--- src/rtl/contador_descendente_n_bits_pkg.sv ---
// contador_pkg: shared FSM state type and active-low hex glyph table for the down-counter.
package contador_pkg;
  typedef enum logic [1:0] {IDLE, RUNNING, DONE} estado_t;
  localparam logic [6:0] SEG_BLANK = 7'b1111111;
  localparam logic [6:0] HEX_GLYPH [16] = '{
    7'b1000000, 7'b1111001, 7'b0100100, 7'b0110000,
    7'b0011001, 7'b0010010, 7'b0000010, 7'b1111000,
    7'b0000000, 7'b0010000, 7'b0001000, 7'b0000011,
    7'b1000110, 7'b0100001, 7'b0000110, 7'b0001110
  };
endpackage

--- src/rtl/contador_descendente_n_bits_if.sv ---
// contador_descendente_n_bits_if: control, count and display signals of the down-counter.
interface contador_descendente_n_bits_if #(parameter int N = 4) ();
  logic load;
  logic [N-1:0] loadValue;
  logic start;
  logic stop;
  logic enable;
  logic [N-1:0] registroContador;
  logic busy;
  logic terminalCount;
  logic finished;
  logic [6:0] sSegment1;
  logic [6:0] sSegment2;
  modport master (
    output load, loadValue, start, stop, enable,
    input registroContador, busy, terminalCount, finished, sSegment1, sSegment2
  );
  modport slave (
    input load, loadValue, start, stop, enable,
    output registroContador, busy, terminalCount, finished, sSegment1, sSegment2
  );
endinterface

--- src/rtl/contador_descendente_n_bits_decodificador_7seg.sv ---
// decodificador_7seg: 4-bit value to active-low {g..a} hex glyph.
module decodificador_7seg
  import contador_pkg::*;
(
  input  logic [3:0] nibble,
  output logic [6:0] segments
);
  assign segments = HEX_GLYPH[nibble];
endmodule

--- src/rtl/contador_descendente_n_bits.sv ---
// contador_descendente_n_bits: loadable N-bit down-counter with IDLE/RUNNING/DONE FSM and two hex displays.
// Define AUTO_RELOAD_EN to make reaching zero while RUNNING reload the count and keep running.
module contador_descendente_n_bits
  import contador_pkg::*;
#(parameter int N = 4)
(
  input logic clock,
  input logic reset,
  contador_descendente_n_bits_if.slave bus
);
  estado_t stateReg, stateNext;
  logic [N-1:0] countReg, countNext, reloadReg, reloadNext;
  logic tcReg, tcNext;
  logic [7:0] countWide;
  always_ff @(posedge clock or posedge reset) begin
    if (reset) begin
      stateReg  <= IDLE;
      countReg  <= '0;
      reloadReg <= '0;
      tcReg     <= 1'b0;
    end else begin
      stateReg  <= stateNext;
      countReg  <= countNext;
      reloadReg <= reloadNext;
      tcReg     <= tcNext;
    end
  end
  // load > stop > start > enable
  always_comb begin
    stateNext  = stateReg;
    countNext  = countReg;
    reloadNext = reloadReg;
    tcNext     = 1'b0;
    if (bus.load) begin
      countNext  = bus.loadValue;
      reloadNext = bus.loadValue;
      stateNext  = IDLE;
    end else begin
      unique case (stateReg)
        IDLE: if (bus.start) begin
          stateNext = (countReg != '0) ? RUNNING : DONE;
          tcNext    = (countReg == '0);
        end
        RUNNING: if (bus.stop) stateNext = IDLE;
          else if (bus.enable && countReg == N'(1)) begin
            tcNext = 1'b1;
`ifdef AUTO_RELOAD_EN
            countNext = reloadReg;
`else
            countNext = '0;
            stateNext = DONE;
`endif
          end else if (bus.enable && countReg > N'(1)) countNext = countReg - N'(1);
        DONE: tcNext = bus.start;
        default: stateNext = IDLE;
      endcase
    end
  end
  always_comb begin
    bus.busy     = (stateReg == RUNNING);
    bus.finished = (stateReg == DONE);
  end
  assign bus.registroContador = countReg;
  assign bus.terminalCount    = tcReg;
  assign countWide = 8'(countReg);
  decodificador_7seg uLow  (.nibble(countWide[3:0]), .segments(bus.sSegment1));
  decodificador_7seg uHigh (.nibble(countWide[7:4]), .segments(bus.sSegment2));
endmodule

--- src/flat_wrapper.sv ---
// flat-port wrapper written by rule: the top's interface ports become plain ports
module contador_descendente_n_bits_flat import contador_pkg::*;
#(parameter int N = 4)
  (clock, reset, bus_load, bus_loadValue, bus_start, bus_stop, bus_enable, bus_registroContador, bus_busy, bus_terminalCount, bus_finished, bus_sSegment1, bus_sSegment2);
  contador_descendente_n_bits_if #(.N(N)) bus_i ();
  input logic clock;
  input logic reset;
  input wire logic [$bits(bus_i.load)-1:0] bus_load;
  input wire logic [$bits(bus_i.loadValue)-1:0] bus_loadValue;
  input wire logic [$bits(bus_i.start)-1:0] bus_start;
  input wire logic [$bits(bus_i.stop)-1:0] bus_stop;
  input wire logic [$bits(bus_i.enable)-1:0] bus_enable;
  output wire logic [$bits(bus_i.registroContador)-1:0] bus_registroContador;
  output wire logic [$bits(bus_i.busy)-1:0] bus_busy;
  output wire logic [$bits(bus_i.terminalCount)-1:0] bus_terminalCount;
  output wire logic [$bits(bus_i.finished)-1:0] bus_finished;
  output wire logic [$bits(bus_i.sSegment1)-1:0] bus_sSegment1;
  output wire logic [$bits(bus_i.sSegment2)-1:0] bus_sSegment2;
  assign bus_i.load = bus_load;
  assign bus_i.loadValue = bus_loadValue;
  assign bus_i.start = bus_start;
  assign bus_i.stop = bus_stop;
  assign bus_i.enable = bus_enable;
  assign bus_registroContador = bus_i.registroContador;
  assign bus_busy = bus_i.busy;
  assign bus_terminalCount = bus_i.terminalCount;
  assign bus_finished = bus_i.finished;
  assign bus_sSegment1 = bus_i.sSegment1;
  assign bus_sSegment2 = bus_i.sSegment2;
  contador_descendente_n_bits #(.N(N)) u_core (.clock(clock), .reset(reset), .bus(bus_i));
endmodule
--- config.mk ---
export PLATFORM = sky130hd
export DESIGN_NAME = contador_descendente_n_bits_flat
export DESIGN_NICKNAME = d
export VERILOG_FILES = /design/src/rtl/contador_descendente_n_bits_pkg.sv /design/src/rtl/contador_descendente_n_bits_if.sv /design/src/rtl/contador_descendente_n_bits_decodificador_7seg.sv /design/src/rtl/contador_descendente_n_bits.sv /design/src/flat_wrapper.sv
export SDC_FILE = /design/constraint.sdc
export NUM_CORES = 1
export LEC_CHECK = 0
export CAP_MARGIN = 20
export CORE_ASPECT_RATIO = 1.75
export CORE_MARGIN = 2
export CORE_UTILIZATION = 25
export DETAILED_ROUTE_END_ITERATION = 10
export PLACE_DENSITY = 0.55
export SLEW_MARGIN = 20
export SYNTH_ARGS = -nofsm -noshare
export SYNTH_HDL_FRONTEND = slang
export SYNTH_HIERARCHICAL = 1
export SYNTH_SLANG_ARGS = --single-unit
--- constraint.sdc ---
create_clock -name clock -period 3.9 [get_ports clock]
set_input_delay 0.78 -clock clock [delete_from_list [all_inputs] [get_ports clock]]
set_output_delay 0.78 -clock clock [all_outputs]
set_load 0.02 [all_outputs]
==> flow_metrics.py <==
metrics = {
    "run_status": {
        "run_status": "complete, no violations",
    },
    "routing": {
        "avgRoutedWirePerCell_microns": 12.0,
        "number_of_nets_with_antenna_violations_after_detailed_routing": 0,
        "drt-initial-drc-count": 17,
        "detail_route.drc_violations": 0,
        "totalWireLength_microns": 2430,
        "post_drt_via_cell_ratio": 4.64,
        "detailedRoute.firstPassIterationCount": 4,
        "route.vias.total": 937,
    },
    "die": {
        "row_count": 31,
        "die-width_microns": 52.7,
        "top_level_ports": 31,
        "design.die.area_sq_um": 4710,
        "design.core.area_sq_um": 4070,
        "initial_core_util_pct": 25.5,
        "dieHeight_microns": 89.3,
    },
    "logic_synthesis": {
        "synth_warn": 6,
        "netlist_top_cells_area": "ha_1, dfrtp_1, mux2i_1, nor2_1, inv_1",
        "netlist-cell-type-count": 37,
        "dominantRegCellSynth": "dfrtp_1",
        "synth-seq-area-share_pct": 16.9,
        "synth_edf_count": 0,
        "synth.largest_area_cell": "ha_1",
        "syn_area_sq_um": 1040,
        "synthesis.area_per_instance_sq_um": 9.03,
        "netlist_instances": 115,
        "most_common_library_cells_after_synthesis": "ha_1, nor2_1, mux2i_1, inv_1, nand2_1",
        "yosys.cell_count.top_type": "ha_1",
        "ys_async_sr_fraction_pct": 100,
        "synth.ff_latch_count": 7,
        "synth.top_cell.area_share_pct": 20.5,
    },
    "power": {
        "power.total_uw": 392,
        "ir_worst_vdd_mv": 0.138,
        "cellInternalPower_uw": 242,
        "clock_power_share_pct": 25.7,
        "power.net_switching_uw": 150,
        "leakage_nw": 0.597,
        "cellPowerDensity_nw_per_um2": 280,
        "pwr-share-seq_pct": 26.0,
        "power.share.switching_pct": 38.2,
        "power.share.combinational_pct": 48.3,
    },
    "grt": {
        "residual_overflow_from_global_routing": 0,
        "first_global_vias": 900,
        "groute.layer.met3.usage_pct": 1.84,
        "grt_max_degree": 21,
        "met1_usage_pct": 11.5,
        "groute.layer.met2.usage_pct": 22.6,
        "grt_most_used_layer": "met2",
        "track_usage_pct": 11.3,
        "wire_length_of_the_first_global_routing_pass_microns": 4070,
        "antenna_found_initial": 0,
    },
    "placement": {
        "place.gp.congestion": 0.756,
        "post_dp_cell_area_sq_um": 1360,
        "numPortBuffers": 23,
        "dp.final_hpwl_microns": 1980,
        "dp_worst_setup_slack_ns": 1.08,
    },
    "sta": {
        "timing.setup.tns_ns": 0,
        "tightestPinTransition_ns": 0.718,
        "final_setup_slack_of_the_worst_path_ns": 0.843,
        "fin_crit_sh_pct": 78.4,
        "grt_setup_unrepaired": "no",
        "final-hold-violation-count": 0,
        "post-route-min-period_ns": 3.06,
        "timing.final.setup_violations": 0,
        "final.setup_skew_ns": 0.00107,
        "slew_headroom_pct": 52.1,
        "maxClockFrequency_mhz": 327,
        "number_of_slew_limit_violations_in_the_final_report": 0,
    },
    "min_path": {
        "min-delay-start": "u_core/stateReg[0]",
        "min_path_cells": 1,
        "timing.hold.worst_endpoint": "u_core/stateReg[1]",
        "hp-class": "flip-flop to flip-flop",
    },
    "worst_setup_path": {
        "critical_path_buf_inv_count": 3,
        "reg2reg_from": "u_core/bus.registroContador[0]",
        "worst_setup_path_start_kind": "flip-flop",
        "cp_max_fo": 12,
        "timing.critical_path.slowest_cell_delay_ns": 0.55,
        "path_cells": "inv_1, ha_1, inv_1, mux4_2, clkdlybuf4s50_1",
        "worst_ep_arrival_time_ns": 2.28,
        "setup.reg_to_reg.worst_slack_ns": 2.14,
        "critPathMostFrequentCell": "inv_1",
        "worst_setup_path_category": "flip-flop to primary output",
        "crit-reg2reg-capture": "u_core/bus.registroContador[1]",
        "setup.worst_path.end_class": "primary output",
        "worst_path_dominant_cell_family": "buffers and inverters",
        "timing.critical_path.slowest_stage_cell": "clkdlybuf4s50_1",
        "ff2ff_path_depth": 5,
        "crit_required_ns": 3.12,
    },
    "clock_network": {
        "clk_transition_reported_paths_ns": 0.04,
        "cts_setup_buffers": 0,
        "cts_root_buffer": "clkbuf_8",
        "postCtsResizedCells": 0,
        "cts_made_buffers": 3,
        "post_cts_hold_buffer_count": 0,
        "clock_insertion_delay_worst_skew_ns": 0.22,
        "cts_htree_levels": 1,
        "tritoncts_num_sinks": 7,
        "clock_tree.buffer_depth": 2,
        "cts_tree": "done",
    },
    "cells_and_area": {
        "final_nets": 181,
        "antenna_cells_inserted": 0,
        "utilization_pct": 34.4,
        "drive_gt1_share_pct": 6.54,
        "final_design_area_no_fill_sq_um": 1400,
        "final.fill_count": 429,
        "layout-area-overhead-vs-synth_pct": 34.8,
    },
    "run": {
        "max-cap-violations": 0,
    },
}
## worst reg2reg max path, cell delays in order (launching register included)
cell and delay, ns:
dfrtp_1 0.54, inv_1 0.14, ha_1 0.27, nor4b_2 0.19, or4_1 0.42, o311ai_1 0.10
## cells by family after synthesis
family / share of synthesized area [%]
compound gates: 15.7
flops: 16.9
buf+inv: 6.63
xor+xnor: 0.844
simple gates: 22.7
fa+ha+maj: 20.5
mux: 16.5
other cells: 0.361
## per-stage QoR
stage | std cells | hold slack, ns
after floorplan | 131 | 0.547
after global placement | 198 | 0.601
after detailed placement | 198 | 0.623
after CTS | 202 | 0.636
after global routing | 202 | 0.643
final | 202 | 0.624
## how the worst max path moves through the flow
stage	cells past startpoint	slack, ns	from	end
after floorplan	4	1.51	u_core/bus.registroContador[0]	bus_sSegment1[3]
after global placement	5	1.15	u_core/bus.registroContador[0]	bus_sSegment1[3]
after detailed placement	5	1.08	u_core/bus.registroContador[0]	bus_sSegment1[3]
after CTS	5	0.84	u_core/bus.registroContador[0]	bus_sSegment1[3]
after global routing	5	0.73	u_core/bus.registroContador[0]	bus_sSegment1[3]
final	5	0.84	u_core/bus.registroContador[0]	bus_sSegment1[3]
## routing by layer
metal,vias to the layer above,wire length (microns)
met5,-,0
met1,441,915
li1,472,-
met2,22,1420
met3,2,72
met4,0,20
## power by group through the flow
stage          registers, mW  clock network, mW  logic, mW
3_3_place_gp           0.102                  0      0.183
2_1_floorplan         0.0997                  0      0.126
5_1_grt                0.105              0.110      0.209
4_1_cts                0.103              0.104      0.187
6_report               0.102              0.101      0.189
3_5_place_dp           0.103                  0      0.187
## cell usage in the layout (no fill, tap or decap), types with 2 or more instances in the layout
master | netlist | routed
nor2b_1 | 2 | 2
nand4bb_1 | 2 | 2
ha_1 | 17 | 17
nor2_1 | 14 | 14
mux2_2 | 2 | 2
a32o_1 | 3 | 3
clkbuf_8 | 0 | 3
a22o_1 | 2 | 2
a21oi_1 | 4 | 4
o311ai_1 | 2 | 2
dfrtp_1 | 7 | 7
o31ai_1 | 2 | 2
clkdlybuf4s50_1 | 0 | 23
nand2b_1 | 2 | 2
o21ai_0 | 3 | 3
o21ai_1 | 2 | 2
nand2_1 | 9 | 9
inv_1 | 9 | 9
mux2i_1 | 10 | 10
conb_1 | 1 | 17
nor4b_2 | 2 | 2
## final cells by class
| cell class | count | area [sq um] | share of cell area, % |
|---|---|---|---|
| Sequential cell | 7 | 175 | 12.5 |
| Multi-Input combinational cell | 110 | 855 | 61.0 |
| Tap cell | 49 | 61.3 | 4.38 |
| Timing Repair Buffer | 23 | 230 | 16.4 |
| Clock buffer | 4 | 45.0 | 3.22 |
| Inverter | 9 | 33.8 | 2.41 |
## registers in the layout (all words and copies together) (netlist names)
name	count
u_core/bus.registroContador	4
u_core/stateReg	2
u_core/bus.terminalCount	1
Note: power is estimated with default switching activity, not from simulation.
